<file path="src/rtl/plab5_mcore_mem_sec_tracker.sv">
// ---------------------------------------------------------------------------
// plab5_mcore_mem_sec_tracker
//
// Sits on the response path just downstream of the memory access controller.
// Every request accepted from the network has its security level and opaque
// tag recorded in an in-order FIFO. The oldest entry labels the response that
// is currently leaving the controller, so labelling stays correct whatever the
// memory latency turns out to be.
//
// Parameters
//   p_opaque_nbits : width of the opaque field of memory messages
//   p_depth        : maximum outstanding requests (power of two, >= 2)
//
// Ports
//   clk            : single clock, rising-edge active
//   reset          : asynchronous, active-low reset
//   req_val        : network request valid at the controller input
//   req_rdy_in     : controller ready toward the network
//   req_rdy        : ready presented to the network (req_rdy_in and not full)
//   req_sec_level  : security level of the current request
//   mem_sec_level  : security level of the memory behind the controller
//   req_opaque     : opaque field of the current request
//   resp_val       : controller response valid
//   resp_rdy       : network response ready
//   resp_opaque    : opaque field of the current response
//   resp_sec_level : security level of the oldest outstanding request
//   resp_sec_val   : resp_sec_level is meaningful (tracker not empty)
//   outstanding    : current number of tracked requests
//   viol_count     : saturating count of accepted insecure requests
//   order_err      : sticky flag for an opaque mismatch or a response while empty
// ---------------------------------------------------------------------------
module plab5_mcore_mem_sec_tracker #(
   parameter int p_opaque_nbits = 8,
   parameter int p_depth        = 4
) (
   input  logic                        clk,
   input  logic                        reset,
   input  logic                        req_val,
   input  logic                        req_rdy_in,
   output logic                        req_rdy,
   input  logic                        req_sec_level,
   input  logic                        mem_sec_level,
   input  logic [p_opaque_nbits-1:0]   req_opaque,
   input  logic                        resp_val,
   input  logic                        resp_rdy,
   input  logic [p_opaque_nbits-1:0]   resp_opaque,
   output logic                        resp_sec_level,
   output logic                        resp_sec_val,
   output logic [$clog2(p_depth):0]    outstanding,
   output logic [15:0]                 viol_count,
   output logic                        order_err
);

   localparam int ptr_w = $clog2(p_depth);
   localparam logic [ptr_w-1:0] ptr_one = ptr_w'(1);
   localparam logic [ptr_w:0]   cnt_one = (ptr_w + 1)'(1);
   localparam logic [ptr_w:0]   cnt_max = (ptr_w + 1)'(p_depth);

   typedef enum logic {
      EMPTY,
      ACTIVE
   } state_t;

   state_t                   state_q;
   state_t                   state_d;
   logic [ptr_w-1:0]         wr_ptr_q;
   logic [ptr_w-1:0]         rd_ptr_q;
   logic [ptr_w:0]           count_q;
   logic [ptr_w:0]           count_d;
   logic [15:0]              viol_count_q;
   logic                     order_err_q;
   logic [p_opaque_nbits:0]  store [p_depth];

   logic                        full;
   logic                        empty;
   logic                        push;
   logic                        pop;
   logic [p_opaque_nbits:0]     head;
   logic [p_opaque_nbits-1:0]   head_opaque;
   logic                        resp_fire;

   // Occupancy flags and handshakes. Push and pop are gated by reset so that
   // nothing, including the storage write, happens while reset is held low.
   assign full        = (count_q == cnt_max);
   assign empty       = (count_q == '0);
   assign req_rdy     = req_rdy_in & ~full;
   assign push        = req_val & req_rdy & reset;
   assign resp_fire   = resp_val & resp_rdy & reset;
   assign pop         = resp_fire & ~empty;
   assign head        = store[rd_ptr_q];
   assign head_opaque = head[p_opaque_nbits-1:0];

   // The head label is forced to 0 while empty so stale storage never leaks
   // out as an X or an old level.
   assign resp_sec_level = empty ? 1'b0 : head[p_opaque_nbits];
   assign resp_sec_val   = ~empty;
   assign outstanding    = count_q;
   assign viol_count     = viol_count_q;
   assign order_err      = order_err_q;

   // Entry storage is never reset; discarded entries are simply unreachable
   // once the pointers are cleared. A push is written at the tail and only
   // becomes visible at the head after this edge (no bypass).
   always_ff @(posedge clk) begin
      if (push) begin
         store[wr_ptr_q] <= {req_sec_level, req_opaque};
      end
   end

   // Occupancy state machine. EMPTY can only see a push because pop is
   // suppressed while empty; in ACTIVE a simultaneous push and pop leaves the
   // count alone, and the last pop without a push returns to EMPTY.
   always_comb begin
      state_d = state_q;
      count_d = count_q;
      case (state_q)
         EMPTY: begin
            if (push) begin
               state_d = ACTIVE;
               count_d = cnt_one;
            end
         end
         ACTIVE: begin
            if (push && !pop) begin
               count_d = count_q + cnt_one;
            end else if (pop && !push) begin
               count_d = count_q - cnt_one;
               if (count_q == cnt_one) begin
                  state_d = EMPTY;
               end
            end
         end
         default: begin
            state_d = EMPTY;
            count_d = '0;
         end
      endcase
   end

   // State, pointers and occupancy. Pointers wrap naturally because the depth
   // is a power of two.
   always_ff @(posedge clk or negedge reset) begin
      if (!reset) begin
         state_q  <= EMPTY;
         count_q  <= '0;
         wr_ptr_q <= '0;
         rd_ptr_q <= '0;
      end else begin
         state_q <= state_d;
         count_q <= count_d;
         if (push) begin
            wr_ptr_q <= wr_ptr_q + ptr_one;
         end
         if (pop) begin
            rd_ptr_q <= rd_ptr_q + ptr_one;
         end
      end
   end

   // Violation counter: an insecure request reaching secure memory. It sticks
   // at all-ones rather than wrapping so a long run cannot look clean.
   always_ff @(posedge clk or negedge reset) begin
      if (!reset) begin
         viol_count_q <= '0;
      end else if (push && !req_sec_level && mem_sec_level &&
                   (viol_count_q != 16'hFFFF)) begin
         viol_count_q <= viol_count_q + 16'd1;
      end
   end

   // Ordering error: the response tag does not match the oldest request, or a
   // response arrives with nothing outstanding. The pop still happens on a
   // mismatch; the flag only records that labelling can no longer be trusted.
   always_ff @(posedge clk or negedge reset) begin
      if (!reset) begin
         order_err_q <= 1'b0;
      end else if ((resp_fire && empty) ||
                   (pop && (resp_opaque != head_opaque))) begin
         order_err_q <= 1'b1;
      end
   end

endmodule
</file>
<file path="config.mk">
export PLATFORM = sky130hd
export DESIGN_NAME = plab5_mcore_mem_sec_tracker
export DESIGN_NICKNAME = d
export VERILOG_FILES = /design/src/rtl/plab5_mcore_mem_sec_tracker.sv
export SDC_FILE = /design/constraint.sdc
export NUM_CORES = 1
export LEC_CHECK = 0
export ABC_CLOCK_PERIOD_IN_PS = 3000
export CAP_MARGIN = 20
export CELL_PAD_IN_SITES_DETAIL_PLACEMENT = 0
export CELL_PAD_IN_SITES_GLOBAL_PLACEMENT = 1
export CORE_ASPECT_RATIO = 1.1
export CORE_UTILIZATION = 45
export DETAILED_ROUTE_END_ITERATION = 8
export PLACE_DENSITY = 0.89
export SYNTH_ARGS = -nofsm -noshare
export SYNTH_HDL_FRONTEND = slang
export SYNTH_SLANG_ARGS = --single-unit
</file>
<file path="constraint.sdc">
create_clock -name clk -period 3 [get_ports clk]
set_input_delay 0.6 -clock clk [delete_from_list [all_inputs] [get_ports clk]]
set_output_delay 0.6 -clock clk [all_outputs]
set_load 0.01 [all_outputs]
</file>
Word level (Yosys, flattened, before mapping)
Memory sizes are Yosys's and may differ from the RTL's.
Cells that the tools add are included.

cells by class
  add/subtract/negate cells = 5
  equal/unequal tests = 6
  mux-type cells = 11
  bitwise gates (word level) = 9
  reductions and logical operators = 13

operators by type and width
  operator                                                            count
  16-bit by 1-bit adder with 16-bit output, second input constant     1
  16-bit != test, second input constant                               1
  3-bit two-way mux                                                   3
  8-bit != test                                                       1
  1-bit logical AND                                                   7
  1-bit AND                                                           6
  1-bit two-way mux                                                   6
  3-bit one-hot mux with 2 select lines                               1
  2-bit by 1-bit adder with 2-bit output, second input constant       2
  3-bit by 1-bit adder with 3-bit output, second input constant       1
  3-bit by 1-bit == test with 1-bit output, second input constant     1
  3-bit == test, second input constant                                1
  1-bit zero test                                                     3
  3-bit zero test                                                     1
  3-bit by 1-bit != test with 1-bit output, second input constant     1
  1-bit inverter                                                      3
  3-bit by 1-bit subtractor with 3-bit output, second input constant  1
  2-bit != test, second input constant                                1
  1-bit one-hot mux with 2 select lines                               1
  2-bit AND reduction                                                 1
  1-bit logical OR                                                    1

word-level totals
  flip-flop bits (word level) = 25
  bits in writable memories = 36
  bits of input ports = 24
  output and inout port bits = 23
  word-level logic and storage cells = 51
  memories = 1

memory list
  name   words  width  read ports  clocked after Yosys merged registers in  write ports  line  RTL
  store  4      9      1           0                                        1            72    logic [p_opaque_nbits:0] store [p_depth];

Longest topological paths before layout
  word-level depth = 10
  mapped depth = 8

Worst setup path after synthesis
Ideal clock, no wire load.

  kind = reg2reg
  start point = register count_q[0], in the netlist outstanding[0]
  end point = register viol_count_q[9], in the netlist viol_count[9]
  arrival = 1.827 ns
  required time = 2.875 ns
  slack = 1.048 ns
  stages on the path, launching flop included = 8
  path buffers = 0
  clock period less this slack = 1.952 ns
  cells stage by stage = dfrtp_1 -> inv_1 -> ha_1 -> a21boi_4 -> nand3_4 -> a2111oi_4 -> nand4_1 -> xnor2_1

between the ends
  cells in the longest elaborated chain, start to end = 8

RTL lines
  item                            line  RTL
  from (decl)                     68    logic [ptr_w:0] count_q;
  from (signal assigned)          150   count_q <= count_d;
  3-bit == test                   84    assign full = (count_q == cnt_max);
  1-bit inverter                  86    assign req_rdy = req_rdy_in & ~full;
  1-bit AND                       86
  via req_rdy                     40    output logic req_rdy,
  1-bit AND (2 in a row)          87    assign push = req_val & req_rdy & reset;
  1-bit logical AND (3 in a row)  165   end else if (push && !req_sec_level && mem_sec_level &&
  to (signal assigned)            167   viol_count_q <= viol_count_q + 16'd1;
  to (decl)                       70    logic [15:0] viol_count_q;

The timed path passes the listed nets, and every way through them passes these cells.
A chain may end at the register's enable or synchronous reset.

Worst setup path after layout
  start point = register count_q[0], in the netlist outstanding[0]
  end point = output port resp_sec_level

between the ends
  cells in the longest elaborated chain, start to end = 2

RTL lines
  item               line  RTL
  3-bit zero test    85    assign empty = (count_q == '0);
  1-bit two-way mux  95    assign resp_sec_level = empty ? 1'b0 : head[p_opaque_nbits];
  to (decl)          47    output logic resp_sec_level,

Every way passes these cells.

==> qor.txt <==
Outcome -> finished, final reports clean
WP data arrival -> 2060 ps
Warning count from the yosys run -> 0
Vias/cell -> 5.15
Final antenna-violating net count -> 0
Worst endpoint required time -> 2400 ps
Final setup TNS -> 0 ps
Largest area contributor in the synthesized netlist -> edfxtp_1
CTS max path bufs -> 2
Crit. End Element -> output pin
Fin crit share -> 88.5%
Crit Path Max Fanout -> 6
DRT Pass-1 Iters -> 4
Yosys top cell area share -> 37.9%
Post-synth net total -> 232
Final setup fails -> 0
Largest net degree at the start of global routing -> 27
Multi-input logic area -> 1080 µm²
Post-synthesis sequential area ratio -> 59.9%
Clk Tree Root Cell -> clkbuf_8
Layout Nets -> 288
Fill cells -> 495
CTS tree -> done
RePlAce Congestion -> 0.771
N_diodes -> 0
RSZ-0062 raised after global routing -> false
Clk slew on worst S/H paths -> 60 ps
Iter 0 DRT Violations -> 110
Die area -> 6650 µm²
Critical path type -> reg2out
Slew at the pin closest to its max-slew limit -> 495 ps
Max-slew violations -> 0
H-tree depth -> 3
WL/cell -> 15.0 µm
Cell Area, Synth -> 2850 µm²
TritonCTS Buffers -> 9
Die height -> 85.5 µm
First-pass GRT wire length -> 8450 µm
Fraction of registers with async set/reset -> 41.0%
CTS resizes -> 0
Syn avg cell area -> 14.3 µm²
Peak supply drop -> 453 µV
Io pins -> 47
Initial Util -> 46.3%
GR Util All Layers -> 17.1%
Number of enable flip-flop cells after synthesis -> 36
RR Endpoint -> viol_count[11]$_DFFE_PN0P_
Count leader, synth -> edfxtp_1
Pleak -> 0.00141 µW
Sequential Area -> 1710 µm²
WHS Endpoint -> viol_count[9]$_DFFE_PN0P_
DRT met1 WL -> 2300 µm
Synth Instances -> 199
Worst hold-check path type -> reg2reg
Synth Register Bits -> 61
Count of cell types in the netlist -> 40
Hold_sp -> viol_count[9]$_DFFE_PN0P_
CTS Hold Buffers Added -> 0
Layout cells sized above 1 -> 10.0%
Pwr dens -> 722 nW/µm²
Die width -> 77.9 µm
Worst Skew -> 7.00 ps
Main synth FF type -> edfxtp_1
Uppermost layer routed -> met4
Max-cap violation count -> 0
Top cells by count, synth -> edfxtp_1 (36), dfrtp_1 (25), nand2_1 (17)
Final min period -> 2660 ps
Initial antenna violation count -> 0
Max transition margin -> 67.0%
CORE AREA -> 6160 µm²
Post-layout util -> 58.8%
Reg2Reg Setup Slack -> 880 ps
Post-CTS Repair Setup Buffers -> 0
Port-buffer cells -> 46
Register-to-Register Path Depth -> 7
Grt total ovfl -> 0
DR vias -> 1745
Placement Rows -> 30
Vias in the first global route -> 1749
Post-route setup slack -> 344 ps
Clock sinks -> 61
Worst-Skew Late Latency -> 330 ps
Synth area leaders -> edfxtp_1 (38%), dfrtp_1 (22%), mux4_1 (5.5%)
WL met3 -> 263 µm
Setup slack at placement -> 426 ps
Startpoint types -> flop
Met2 WL post-DR -> 2420 µm
Reg-to-Reg Start -> outstanding[0]$_DFFE_PN0P_
Post-Route WL -> 5080 µm
FMAX -> 377 MHz
Hold depth -> 1
Hold violation total from the final report -> 0
DRC errors left -> 0
Layout area overhead -> 27.1%
Final HPWL DP -> 3510 µm
==> flip-flops by register name, summed over array words and instances, names as in the netlist <==
name         cells
order_err        1
outstanding      3
rd_ptr_q         2
state_q          1
store           36
viol_count      16
wr_ptr_q         2
==> worst max-delay path, cell delays in order, from the launching register on <==
cell and delay [ps]:
dfrtp_1 440, inv_1 130, ha_1 220, nor2b_1 370
nor2b_1 80, clkdlybuf4s50_1 480
==> worst max-delay path by stage <==
stage / from / to / slack, ps
after floorplan: outstanding[0]$_DFFE_PN0P_ / viol_count[9]$_DFFE_PN0P_ / 1050
after global placement: req_rdy_in / req_rdy / 430
after detailed placement: req_rdy_in / req_rdy / 430
after CTS: outstanding[0]$_DFFE_PN0P_ / resp_sec_level / 320
after global routing: outstanding[0]$_DFFE_PN0P_ / resp_sec_level / 210
final: outstanding[0]$_DFFE_PN0P_ / resp_sec_level / 340
==> layout by cell type, fill, tap and decap left out, drive strengths merged, types with 3 or more instances in the layout <==
cell type / count
a21oi: 4
and3: 8
buf: 4
clkbuf: 11
clkdlybuf4s50: 46
dfrtp: 25
edfxtp: 36
ha: 9
inv: 7
mux2i: 5
mux4: 7
nand2: 17
nand3: 12
nor2: 5
nor2b: 3
nor3: 3
o21ai: 4
xnor2: 15
xor2: 13
==> power breakdown <==
part | total [µW] | switching (µW) | internal, µW
logic | 748 | 354 | 395
registers | 1080 | 90.7 | 992
clock network | 786 | 301 | 484
==> cells by family (layout without fill, tap and decap cells) <==
family                     Yosys count  count (layout)  synth area share [%]
and+or+nand+nor                     58              58                  11.7
muxes                               13              13                  8.48
xor gates and xnor gates            28              28                  8.61
adders and majority gates            9               9                  3.95
DFF                                 61              61                  59.9
buffers and inverters               12              72                  2.02
AOI/OAI and AO/OA                   18              18                  5.36
==> metrics by stage <==
stage          cells  total power (µW)  hold slack (ps)  cell area (µm²)
6_report         339              2620              506             3620
5_1_grt          339              2770              520             3620
4_1_cts          339              2640              515             3620
3_5_place_dp     324              1850              504             3410
3_3_place_gp     324              1830              489             3410
2_1_floorplan    199              1580              304             2850
==> final cells by class <==
cell class | instances | share of cell area (%)
clock buffer | 11 | 3.90
tap | 80 | 2.76
timing repair buffer | 50 | 13.5
inverter | 7 | 0.725
clock inverter | 4 | 2.00
sequential | 61 | 47.1
multi-input combinational | 126 | 29.9
==> per-layer routing <==
metal / vias to the layer above / GRT usage, %
met5: - / 0
met1: 838 / 21.6
met3: 12 / 5.48
li1: 842 / -
met4: 0 / 7.20
met2: 53 / 27.0
Power figures use the tool's default switching activity.
